### config.mk
export PLATFORM = sky130hd
export DESIGN_NAME = rv32v_multiplier
export DESIGN_NICKNAME = d
export VERILOG_FILES = /design/src/rtl/rv32v_multiplier.sv
export SDC_FILE = /design/constraint.sdc
export NUM_CORES = 1
export LEC_CHECK = 0
export ABC_AREA = 0
export ABC_CLOCK_PERIOD_IN_PS = 6000
export BUFFER_PORTS_ARGS = -buffer_cell sky130_fd_sc_hd__buf_2
export CAP_MARGIN = 10
export CORE_ASPECT_RATIO = 0.75
export CORE_MARGIN = 1
export CORE_UTILIZATION = 60
export CTS_CLUSTER_DIAMETER = 150
export DETAILED_ROUTE_END_ITERATION = 16
export PLACE_DENSITY = 0.82
export SLEW_MARGIN = 10
export SYNTH_ARGS = -nofsm -noshare
export SYNTH_HDL_FRONTEND = slang
export SYNTH_SLANG_ARGS = --single-unit
### constraint.sdc
create_clock -name CLK -period 6 [get_ports CLK]
set_input_delay 0.3 -clock CLK [delete_from_list [all_inputs] [get_ports CLK]]
set_output_delay 0.3 -clock CLK [all_outputs]
set_load 0.02 [all_outputs]
### src/rtl/rv32v_multiplier.sv
// Sequential radix-4 shift-add multiplier for the rv32v vector lane.
// Independent operand signedness covers vmul/vmulh/vmulhu/vmulhsu with a fixed NUM_BITS/2 cycle latency.
module rv32v_multiplier #(
    parameter int unsigned NUM_BITS = 32
) (
    input  logic                    CLK,
    input  logic                    nRST,
    input  logic                    start,
    input  logic                    is_signed_a,
    input  logic                    is_signed_b,
    input  logic [NUM_BITS-1:0]     multiplicand,
    input  logic [NUM_BITS-1:0]     multiplier,
    output logic [2*NUM_BITS-1:0]   product,
    output logic                    finished
);

    localparam int unsigned W  = NUM_BITS;
    localparam int unsigned PW = 2 * NUM_BITS;
    localparam int unsigned AW = NUM_BITS + 2;
    localparam int unsigned CW = $clog2(NUM_BITS / 2 + 1);

    typedef enum logic [1:0] {
        IDLE,
        BUSY,
        DONE
    } state_t;

    state_t          state_q, state_d;
    logic [CW-1:0]   count_q, count_d;
    logic [PW-1:0]   acc_q, acc_d;
    logic [W-1:0]    mag_a_q, mag_a_d;
    logic            negate_q, negate_d;
    logic            finished_q, finished_d;

    logic            neg_a, neg_b;
    logic [W-1:0]    mag_b;
    logic [AW-1:0]   a1, a2, a3, pp, sum;
    logic [PW+1:0]   wide;
    logic [PW-1:0]   shifted;

    // Radix-4 partial product select and carry-preserving accumulate.
    always_comb begin
        a1 = AW'(mag_a_q);
        a2 = a1 << 1;
        a3 = a2 + a1;
        case (acc_q[1:0])
            2'd0:    pp = '0;
            2'd1:    pp = a1;
            2'd2:    pp = a2;
            default: pp = a3;
        endcase
        sum     = AW'(acc_q[PW-1:W]) + pp;
        wide    = {sum, acc_q[W-1:0]};
        shifted = PW'(wide >> 2);
    end

    always_comb begin
        neg_a = is_signed_a & multiplicand[W-1];
        neg_b = is_signed_b & multiplier[W-1];
        mag_b = neg_b ? (W'(0) - multiplier) : multiplier;
    end

    // Next-state and datapath update; start overrides every state.
    always_comb begin
        state_d    = state_q;
        count_d    = count_q;
        acc_d      = acc_q;
        mag_a_d    = mag_a_q;
        negate_d   = negate_q;
        finished_d = 1'b0;
        if (start) begin
            state_d  = BUSY;
            count_d  = CW'(NUM_BITS / 2);
            acc_d    = {W'(0), mag_b};
            mag_a_d  = neg_a ? (W'(0) - multiplicand) : multiplicand;
            negate_d = neg_a ^ neg_b;
        end else begin
            case (state_q)
                BUSY: begin
                    count_d = count_q - CW'(1);
                    acc_d   = shifted;
                    if (count_q == CW'(1)) begin
                        state_d = DONE;
                        if (negate_q) begin
                            acc_d = PW'(0) - shifted;
                        end
                    end
                end
                default: ;
            endcase
        end
        finished_d = (state_d == DONE);
    end

    always_ff @(posedge CLK or negedge nRST) begin
        if (!nRST) begin
            state_q    <= IDLE;
            count_q    <= '0;
            acc_q      <= '0;
            mag_a_q    <= '0;
            negate_q   <= 1'b0;
            finished_q <= 1'b0;
        end else begin
            state_q    <= state_d;
            count_q    <= count_d;
            acc_q      <= acc_d;
            mag_a_q    <= mag_a_d;
            negate_q   <= negate_d;
            finished_q <= finished_d;
        end
    end

    assign product  = acc_q;
    assign finished = finished_q;

endmodule

**Word-level counts from Yosys, hierarchy flattened**

Cells that the tools add are included.

- Word-level logic and storage cells: 34
- Input bits: 69
- Register bits: 105

- Eq/ne operators: 5
- Add/subtract/negate cells: 6
- Mux-type cells: 12
- Reduce and logical (&&, ||, !) cells: 2
- Bitwise logic cells: 3

Operator list:

| cell | number |
|---|---|
| 64-bit two-way mux | 4 |
| 34-bit one-hot mux with 3 select lines | 1 |
| 32-bit two-way mux | 2 |
| 1-bit by 32-bit subtractor with 32-bit output, first input constant | 2 |
| 1-bit by 64-bit subtractor with 64-bit output, first input constant | 1 |
| 32-bit by 34-bit adder with 34-bit output | 1 |
| 33-bit by 32-bit adder with 34-bit output | 1 |
| 5-bit two-way mux | 2 |
| 2-bit two-way mux | 3 |
| 5-bit by 1-bit equality test with 1-bit output, second input constant | 1 |
| 5-bit by 1-bit subtractor with 5-bit output, second input constant | 1 |
| 2-bit by 1-bit equality test with 1-bit output, second input constant | 2 |
| 2-bit equality test, second input constant | 2 |
| 1-bit bitwise AND | 2 |
| 2-bit logical NOT | 1 |
| 2-bit nonzero test | 1 |
| 1-bit XOR | 1 |

**Logic depth before layout (Yosys ltp)**

Gate-level depths: netlist of the first run.

- Word-level depth: 8
- Gate-level depth with buffers: 27
- Mapped depth without buffers: 26

**Least setup slack after synthesis of the first run**

No wires, ideal clock.

- Kind: register to register
- From: register mag_a_q[1]
- To: register acc_q[63], in the netlist product[63]
- Arrival time: 5.406 ns
- Slack: 0.473 ns
- Buffers on the path: 1
- Clock period less this slack: 5.527 ns
- Library setup time: 0.120 ns
- Data required time: 5.880 ns
- Stages on the path, launching flop included: 27
- Path through: dfrtp_1 -> ha_1 -> inv_1 -> fa_1 -> nor2b_1 -> o211ai_1 -> a21oi_1 -> o21a_1 -> a31oi_1 -> o221ai_1 -> a21o_1 -> a21oi_1 -> xnor2_1 -> mux2i_1 -> o21ai_0 -> ha_1 -> clkbuf_1 -> a21oi_1 -> o21ai_0 -> nor3b_1 -> nand3b_1 -> a31oi_1 -> mux2_2 -> a221oi_1 -> a31oi_1 -> a2111o_1 -> o211a_1

- Longest elaborated chain between the ends: 8

RTL lines:

| item | line | RTL |
|---|---|---|
| start, declared | 31 | `logic [W-1:0] mag_a_q, mag_a_d;` |
| start signal, assigned | 107 | `mag_a_q <= mag_a_d;` |
| 33-bit by 32-bit adder with 34-bit output | 45 | `a3 = a2 + a1;` |
| 34-bit one-hot mux with 3 select lines * | 46 | `case (acc_q[1:0])` |
| 32-bit by 34-bit adder with 34-bit output * | 52 | `sum = AW'(acc_q[PW-1:W]) + pp;` |
| 1-bit by 64-bit subtractor with 64-bit output | 85 | `acc_d = PW'(0) - shifted;` |
| 64-bit two-way mux | 84 | `if (negate_q) begin` |
| 64-bit two-way mux * | 82 | `if (count_q == CW'(1)) begin` |
| 64-bit two-way mux * | 78 | `case (state_q)` |
| 64-bit two-way mux * | 71 | `if (start) begin` |
| end signal, assigned | 99 | `acc_q <= '0;` |
| end signal, assigned | 106 | `acc_q <= acc_d;` |
| end, declared | 30 | `logic [PW-1:0] acc_q, acc_d;` |

Mark *: on every way between the ends. The rest lies on a longest branch, timed or not. The select of a mux whose other input is x is not followed.
A chain may end at the register's enable or synchronous reset.

**Final worst setup path of the first run**

Same ends and word-level chain as after synthesis.

==> metrics.md, run 1 <==
| Metric | Value |
|---|---|
| Status | complete, no violations |
| Tcrit/Tclk final | 0.9544 |
| Skew final | 9.668 ps |
| Num CTS Buffers | 9 |
| # DRC | 0 |
| Peak VDD IR | 0.2403 mV |
| CP max stage cell | dfrtp_2 |
| Clock Sinks | 105 |
| Nets | 1744 |
| Post-route design area | 0.01277 mm2 |
| Core area | 0.01851 mm2 |
| DR pass1 iterations | 5 |
| Mapped Nets | 1636 |
| CTS tree | built |
| ANT nets after route | 0 |
| Commonest non-fill, non-tap cell in the layout | a21oi_1 |
| Cell row count | 43 |
| Sequential Area | 0.002630 mm2 |
| YS warnings | 0 |
| Worst Hold Class | in -> reg |
| Antenna violations before repair | 0 |
| FFs w/ async S/R, synth | 1.000 |
| Wire per inst | 17.53 um |
| CP required | 6260 ps |
| First-pass GRT wire length | 52650 um |
| N_diodes | 0 |
| Final Setup Violations | 0 |
| Die Span Y | 121.1 um |
| Fillers | 1595 |
| GPL Wtd Cong | 1.016 |
| Io pins | 134 |
| DPL Wire Length | 24260 um |
| Port bufs | 133 |
| Crit start category | flop |
| Max Clk Rate | 174.6 MHz |
| Share of layout cells above drive strength 1 | 0.1650 |
| CP arrival | 5980 ps |
| Vias post-DR | 11770 |
| Clock Latency Late Sink | 360 ps |
| Ys flop type | dfrtp_1 |
| CP peak stage delay | 420 ps |
| CTS root buffer | clkbuf_16 |
| Iter 0 DRT Violations | 1177 |
| MaxCap Viol Count | 0 |
| Netlist Area Pre-Place | 0.01134 mm2 |
| Worst setup margin | 273.7 ps |
| Slew Limit Fails | 0 |
| H-tree depth | 3 |
| Vias in the first global route | 10150 |
| Layout area overhead | 12.59% |
| CP Max Fanout | 8 |
| PnR Total Power | 5.631 mW |
| WL final | 32480 um |
| Fin. Hold Viols | 0 |
| Gate Count Post-Synth | 1493 |
| Total track usage | 0.3324 |
| TNS Setup | 0 ps |
| Most frequent cells in the layout | a21oi_1 (168), nor2_1 (157), nand2_1 (142), buf_2 (131), o21ai_0 (106) |
| Clk buf depth | 2 |
| Final core utilization | 0.6900 |
| Largest net degree at the start of global routing | 96 |
| Leakage | 5.532 nW |
| GR Overflow Total | 0 |
| Die area | 0.01946 mm2 |
| Placement Cell Area | 0.01222 mm2 |
| Worst-Margin Slew | 1026 ps |
| RSZ-0062 raised after global routing | true |
| Unique cell type count in the Yosys netlist | 86 |
| Die X-Extent | 160.8 um |
| Kind of cell adding the most delay to the critical path | compound AO/OA/AOI/OAI gates |
| Area of the multi-input gates | 0.008393 mm2 |
| WS Path Type | reg -> reg |
| Post-synth EDFFs | 0 |
| Vias per cell | 6.349 |
| Sequential cell area fraction in the yosys report | 0.2317 |
| Min Tclk post-route | 5726 ps |
| CP bufs+invs | 3 |
| Post-place setup slack | -48.39 ps |
| Number of synthesized register bits | 105 |
| Starting Density | 0.6128 |
| Pwr dens | 441.0 mW/mm2 |
| Relative slew slack | 0.3162 |
| Synthesized area per cell | 7.597 um2 |
| Crit. End Element | flop |
| Clock transition at path regs | 80 ps |
[metal layers]
layer / up-vias / wire length, um / track usage
met1: 5541 / 15500 / 0.5071
met2: 519 / 13810 / 0.4867
met5: - / 0 / 0
li1: 5658 / - / -
met3: 47 / 2590 / 0.04887
met4: 0 / 578 / 0.08137
[kinds of logic (layout without fill, tap and decap cells)]
group | after synthesis | after routing | synth area share
XOR/XNOR | 147 | 147 | 0.1135
adder cells (fa/ha/maj) | 74 | 74 | 0.08296
flip-flops | 105 | 105 | 0.2317
multiplexers | 28 | 28 | 0.02537
AND/OR/NAND/NOR | 499 | 499 | 0.2146
buffers and inverters | 126 | 239 | 0.04677
AO/OA/AOI/OAI | 514 | 514 | 0.2852
[synthesized netlist by cell type (7+ instances only)]
master / n / share of area
nor2_1: 158 / 0.052
o21ai_0: 111 / 0.049
dfrtp_1: 105 / 0.23
mux2i_1: 22 / 0.019
nand2b_1: 10 / 0.0055
nor2b_1: 13 / 0.0072
o31ai_1: 20 / 0.013
and2_1: 16 / 0.0088
o41ai_1: 8 / 0.0062
inv_1: 51 / 0.017
a31oi_1: 22 / 0.012
a211oi_1: 52 / 0.034
xnor2_1: 87 / 0.067
xor2_1: 60 / 0.046
o21a_1: 18 / 0.012
nand2_1: 142 / 0.047
a21oi_1: 175 / 0.077
o211ai_1: 8 / 0.0053
nand4_1: 13 / 0.0072
nand3_1: 29 / 0.013
and3_1: 13 / 0.0072
clkbuf_1: 61 / 0.020
a21o_1: 29 / 0.019
or3_1: 13 / 0.0072
ha_1: 72 / 0.079
nor3_1: 33 / 0.015
nor4_1: 12 / 0.0066
o21ai_1: 7 / 0.0031
[metrics by stage]
stage	hold WS, ps	std cells
after floorplan	4.409	1493
after global placement	365.7	1829
after detailed placement	375.2	1829
after CTS	188.2	1846
after global routing	198.8	1853
final	191.3	1853
[state kept, by name (all words and copies together) (netlist names)]
| signal | flops |
|---|---|
| product | 64 |
| state_q | 2 |
| count_q | 5 |
| negate_q | 1 |
| finished | 1 |
| mag_a_q | 32 |
[area by class of cell]
type / instances / share of cell area
clock buffers: 11 / 0.01901
clock inverters: 5 / 0.003233
well taps: 247 / 0.02420
multi-input cells: 1262 / 0.6573
inverters: 52 / 0.01529
flip-flops and latches: 105 / 0.2060
repair buffers: 171 / 0.07505
[tightest hold or removal path: stages]
cell and delay, ps:
buf_2 110, nand2_1 50, o21ai_0 60
[report_power, final]
part           switching [mW]  total [mW]  internal (mW)
Sequential              0.251        1.14          0.889
Clock                   0.298       0.594          0.296
Combinational            2.33        3.90           1.57
[timing repair]
item	in CTS	in global routing
buffers inserted	0	6
pin swaps	0	10
resized for setup	5	46
hold buffers	1	0
setup endpoints to repair	4	16
hold endpoints to repair	2	0
[path summary, 6_finish.rpt]
| path | from | depth (start not counted) | slack [ps] | end |
|---|---|---|---|---|
| max | mag_a_q[1]$_DFFE_PN0P_ | 27 | 270 | product[63]$_DFFE_PN0P_ |
| min | multiplier[0] | 3 | 190 | product[0]$_DFFE_PN0P_ |
| max reg2reg | mag_a_q[1]$_DFFE_PN0P_ | 27 | 270 | product[63]$_DFFE_PN0P_ |
| min reg2reg | count_q[4]$_DFFE_PN0P_ | 2 | 560 | count_q[4]$_DFFE_PN0P_ |
| max in group asynchronous | nRST | 3 | 4260 | product[0]$_DFFE_PN0P_ |
| min in group asynchronous | nRST | 2 | 500 | product[34]$_DFFE_PN0P_ |
(Power assumes the default switching activity.)
==> inputs of run 2 (changes only) <==
--- a/config.mk
+++ b/config.mk
@@ -15,4 +15,5 @@
 export CTS_CLUSTER_DIAMETER = 150
 export DETAILED_ROUTE_END_ITERATION = 16
+export GPL_ROUTABILITY_DRIVEN = 0
 export PLACE_DENSITY = 0.82
 export SLEW_MARGIN = 10
==> constraint.sdc (replaced) <==
create_clock -name CLK -period 6 [get_ports CLK]
set_input_delay 0.9 -clock CLK [delete_from_list [all_inputs] [get_ports CLK]]
set_output_delay 0.9 -clock CLK [all_outputs]
set_load 0.02 [all_outputs]
==> run 2 against run 1 <==
Against the previous run: hold slack better by 350 ps; first-iteration DRC count is 6.8% higher; critical path depth is 1 lower; total power is 2.9% higher; cell count hardly changed; global-route usage is 0.67 points lower; combinational power hardly changed; largest power group unchanged.
==> metrics.md, run 2 (synthesized netlist as in run 1, its figures left out) <==
| Metric | Value |
|---|---|
| Vias per cell | 6.424 |
| Max reg flops | 64 |
| Leakage | 5.559 nW |
| # DRC | 0 |
| CTS tree | built |
| Slew Limit Fails | 0 |
| Crit start category | flop |
| CP max stage cell | dfrtp_2 |
| Crit. End Element | flop |
| Starting Density | 0.6128 |
| Relative slew slack | 0.2971 |
| DR pass1 iterations | 6 |
| CP Max Fanout | 6 |
| RSZ-0062 raised after global routing | true |
| Cell row count | 43 |
| Worst Hold Class | reg -> reg |
| WL final | 33220 um |
| Die X-Extent | 160.8 um |
| Clk buf depth | 2 |
| N_diodes | 0 |
| Clock Latency Late Sink | 370 ps |
| Clock transition at path regs | 80 ps |
| Sequential Area | 0.002631 mm2 |
| Min Tclk post-route | 5937 ps |
| WS Path Type | reg -> reg |
| CP arrival | 6160 ps |
| Kind of cell adding the most delay to the critical path | compound AO/OA/AOI/OAI gates |
| Tcrit/Tclk final | 0.9895 |
| Fin. Hold Viols | 0 |
| CP peak stage delay | 440 ps |
| Clock Sinks | 105 |
| Skew final | 7.548 ps |
| Largest net degree at the start of global routing | 104 |
| Area of the multi-input gates | 0.008513 mm2 |
| CP required | 6230 ps |
| Worst-Margin Slew | 1054 ps |
| CP bufs+invs | 3 |
| Most used cell, CP | o21ai_0 |
| Antenna violations before repair | 0 |
| H-tree depth | 3 |
| Die Span Y | 121.1 um |
| GR Overflow Total | 0 |
| Vias in the first global route | 10350 |
| Wire per inst | 17.94 um |
| Most frequent cells in the layout | a21oi_1 (166), nor2_1 (158), nand2_1 (142), buf_2 (131), o21ai_0 (107) |
| MaxCap Viol Count | 0 |
| PnR Total Power | 5.797 mW |
| Commonest non-fill, non-tap cell in the layout | a21oi_1 |
| Iter 0 DRT Violations | 1257 |
| CTS Hold Bufs | 0 |
| Final core utilization | 0.6996 |
| Die area | 0.01946 mm2 |
| Final Setup Violations | 0 |
| First-pass GRT wire length | 51830 um |
| Vias post-DR | 11900 |
| Nets | 1743 |
| Share of layout cells above drive strength 1 | 0.1701 |
| ANT nets after route | 0 |
| Core area | 0.01851 mm2 |
| Layout area overhead | 14.15% |
| Max Clk Rate | 168.4 MHz |
| Num CTS Buffers | 9 |
| Io pins | 134 |
| Status | complete, no violations |
| Peak VDD IR | 0.2277 mV |
| DPL Wire Length | 23730 um |
| Total track usage | 0.3257 |
| Pwr dens | 447.7 mW/mm2 |
| Hold slack | 545.8 ps |
| Port bufs | 133 |
| CTS root buffer | clkbuf_16 |
| Fillers | 1483 |
[run 2: cell type report]
| type | count | share of cell area |
|---|---|---|
| Clock buffer | 9 | 0.01739 |
| Clock inverter | 7 | 0.009664 |
| Inverter | 52 | 0.01508 |
| Multi-Input combinational cell | 1262 | 0.6575 |
| Sequential cell | 105 | 0.2032 |
| Tap cell | 247 | 0.02387 |
| Timing Repair Buffer | 170 | 0.07325 |
[run 2: path summary, 6_finish.rpt]
| kind | from | end | slack (ps) | cells after the start |
|---|---|---|---|---|
| setup / recovery | mag_a_q[1]$_DFFE_PN0P_ | product[59]$_DFFE_PN0P_ | 60 | 26 |
| hold / removal | count_q[4]$_DFFE_PN0P_ | count_q[4]$_DFFE_PN0P_ | 550 | 2 |
| setup reg to reg | mag_a_q[1]$_DFFE_PN0P_ | product[59]$_DFFE_PN0P_ | 60 | 26 |
| hold reg to reg | count_q[4]$_DFFE_PN0P_ | count_q[4]$_DFFE_PN0P_ | 550 | 2 |
| max in group asynchronous | nRST | product[0]$_DFFE_PN0P_ | 4180 | 2 |
| min in group asynchronous | nRST | product[34]$_DFFE_PN0P_ | 580 | 1 |
[run 2: worst min-delay path: stages (launching register included)]
cell and delay (ps):
dfrtp_1 380, xnor2_1 80, nand2b_1 60
[run 2: what timing repair did]
action / CTS / global route
resized for setup: 5 / 65
endpoints found under the setup margin: 9 / 19
pin swaps: 0 / 18
setup buffers: 0 / 11
[run 2: report_power, final]
part	switching, mW	internal, mW	total, mW
sequential	0.259	0.889	1.15
combinational	2.38	1.55	3.92
clock	0.310	0.414	0.724
[run 2: metal layers]
metal  global-route usage  wire length, um  part of all wire
met1               0.4879            15050              0.45
met2               0.4965            14710              0.44
met3              0.03657             2848             0.086
met4              0.08196              615             0.019
met5                    0                0                 0
[run 2: stage by stage]
| stage | instance area (um2) | setup slack [ps] | setup TNS (ps) | instances |
|---|---|---|---|---|
| floorplan | 11340 | 473.4 | 0 | 1493 |
| global placement | 12190 | 216.3 | 0 | 1825 |
| detailed placement | 12190 | -54.13 | -116.1 | 1825 |
| CTS | 12570 | 28.37 | 0 | 1841 |
| global route | 12950 | -146.4 | -564.2 | 1852 |
| finish | 12950 | 62.91 | 0 | 1852 |
==> inputs of run 3 (changes only) <==
Settings changed: CORE_UTILIZATION 60 to 45, PLACE_DENSITY 0.82 to not set.
==> run 3 against run 2 <==
Against the previous run: flip-flop and latch count unchanged; combinational power down 1%; first-iteration DRC count down 31%; fmax up 4.9%.
==> metrics.md, run 3 (synthesized netlist as in run 1, its figures left out) <==
| Metric | Value |
|---|---|
| Status | complete, no violations |
| Post-place setup slack | 85.95 ps |
| First-pass GRT wire length | 53990 um |
| Worst Hold Class | reg -> reg |
| Starting Density | 0.4660 |
| Tcrit/Tclk final | 0.9434 |
| Reg2Reg Depth | 27 |
| Fin. Hold Viols | 0 |
| Max reg flops | 64 |
| Die Span Y | 139.5 um |
| Worst setup margin | 339.9 ps |
| Met2 Use GR | 0.3771 |
| Reg2Reg Setup Slack | 340 ps |
| Skew final | 11.58 ps |
| CTS Hold Bufs | 0 |
| Share of layout cells above drive strength 1 | 0.1664 |
| Worst r2r src | mag_a_q[0]$_DFFE_PN0P_ |
| Crit. End Element | flop |
| Met1 usage | 0.4072 |
| Leakage | 5.610 nW |
| Vias post-DR | 11430 |
| ANT nets after route | 0 |
| Total track usage | 0.2613 |
| DPL Wire Length | 26020 um |
| Clock Sinks | 105 |
| Setup crit start | mag_a_q[0]$_DFFE_PN0P_ |
| Met3 Use GR | 0.03716 |
| Clock Latency Late Sink | 370 ps |
| Die X-Extent | 185.3 um |
| Clock transition at path regs | 80 ps |
| Worst reg2reg path endpoint | product[63]$_DFFE_PN0P_ |
| Core area | 0.02434 mm2 |
| N_diodes | 0 |
| Max Clk Rate | 176.7 MHz |
| CP peak stage delay | 410 ps |
| CTS tree | built |
| Slew Limit Fails | 0 |
| H-tree depth | 3 |
| Peak VDD IR | 0.2560 mV |
| CP Max Fanout | 7 |
| CP required | 6260 ps |
| Antenna violations before repair | 0 |
| Pwr dens | 434.5 mW/mm2 |
| Num CTS Buffers | 9 |
| GRT busiest layer | met1 |
| WS Path Type | reg -> reg |
| GR Overflow Total | 0 |
| Iter 0 DRT Violations | 872 |
| Io pins | 134 |
| Cell row count | 49 |
| # DRC | 0 |
| Vias in the first global route | 10270 |
| Placed Instances | 1934 |
| Worst-Margin Slew | 1077 ps |
| End of the critical path | product[63]$_DFFE_PN0P_ |
| MaxCap Viol Count | 0 |
| Most frequent cells in the layout | a21oi_1 (172), nor2_1 (157), nand2_1 (142), buf_2 (131), o21ai_0 (107) |
| Die area | 0.02585 mm2 |
| Clk buf depth | 2 |
| Layout area overhead | 14.08% |
| Hold depth | 2 |
| Port bufs | 133 |
| Vias per cell | 5.847 |
| Nets | 1761 |
| Min Tclk post-route | 5660 ps |
| CTS root buffer | clkbuf_16 |
| Final Non-Filler Cells | 1954 |
| WL final | 33930 um |
| CP max stage cell | ha_1 |
| Final Setup Violations | 0 |
| CP arrival | 5920 ps |
| Commonest non-fill, non-tap cell in the layout | a21oi_1 |
| Crit start category | flop |
| Largest net degree at the start of global routing | 65 |
| Relative slew slack | 0.2820 |
| Wire per inst | 17.37 um |
| DR pass1 iterations | 5 |
-- run 3: worst min path at each step --
stage / startpoint / endpoint
6_report: negate_q$_DFFE_PN0P_ / negate_q$_DFFE_PN0P_
5_1_grt: product[38]$_DFFE_PN0P_ / product[38]$_DFFE_PN0P_
4_1_cts: negate_q$_DFFE_PN0P_ / negate_q$_DFFE_PN0P_
3_5_place_dp: negate_q$_DFFE_PN0P_ / negate_q$_DFFE_PN0P_
3_3_place_gp: count_q[4]$_DFFE_PN0P_ / count_q[4]$_DFFE_PN0P_
2_1_floorplan: count_q[4]$_DFFE_PN0P_ / count_q[4]$_DFFE_PN0P_
-- run 3: final cells by class --
class / instances / area, um2
Sequential cell: 105 / 2630
Multi-Input combinational cell: 1262 / 8323
Timing Repair Buffer: 188 / 1084
Clock buffer: 11 / 252.7
Clock inverter: 5 / 40.04
Fill cell: 2399 / 11400
Inverter: 52 / 195.2
Tap cell: 331 / 414.1
-- run 3: power breakdown --
part	total (mW)	internal, mW	switching [mW]
combinational	3.87	1.60	2.27
sequential	1.15	0.889	0.260
clock	0.607	0.307	0.300
total	5.62	2.79	2.83
-- run 3: timing repair --
action | in CTS | in global routing
gates resized for setup | 0 | 33
endpoints found under the hold margin | 0 | 0
buffers inserted | 0 | 4
setup endpoints to repair | 0 | 12
-- run 3: per-layer routing --
layer | share of wire | up-vias
met5 | 0 | -
met4 | 0.012 | 0
met3 | 0.054 | 29
met2 | 0.42 | 308
met1 | 0.52 | 5400
li1 | - | 5688
-- run 3: stage by stage --
| stage | hold slack (ps) | instance area, um2 | power [mW] | utilization | TNS (ps) |
|---|---|---|---|---|---|
| final | 551.4 | 12940 | 5.622 | 0.5316 | 0 |
| after global routing | 592.2 | 12940 | 6.083 | 0.5316 | -29.80 |
| after CTS | 555.9 | 12780 | 5.526 | 0.5251 | 0 |
| after detailed placement | 537.9 | 12490 | 4.896 | 0.5131 | 0 |
| after global placement | 514.3 | 12490 | 4.867 | 0.5131 | 0 |
| after floorplan | 493.5 | 11340 | 3.814 | - | 0 |
-- run 3: worst max-delay path: cells and delay by family, from the launching register on --
family,cells,cell delay (ps)
mux,1,130
simple gates,6,1090
xor+xnor,1,130
fa+ha+maj,3,1020
buf+inv,2,240
compound gates,14,2550
flops,1,400
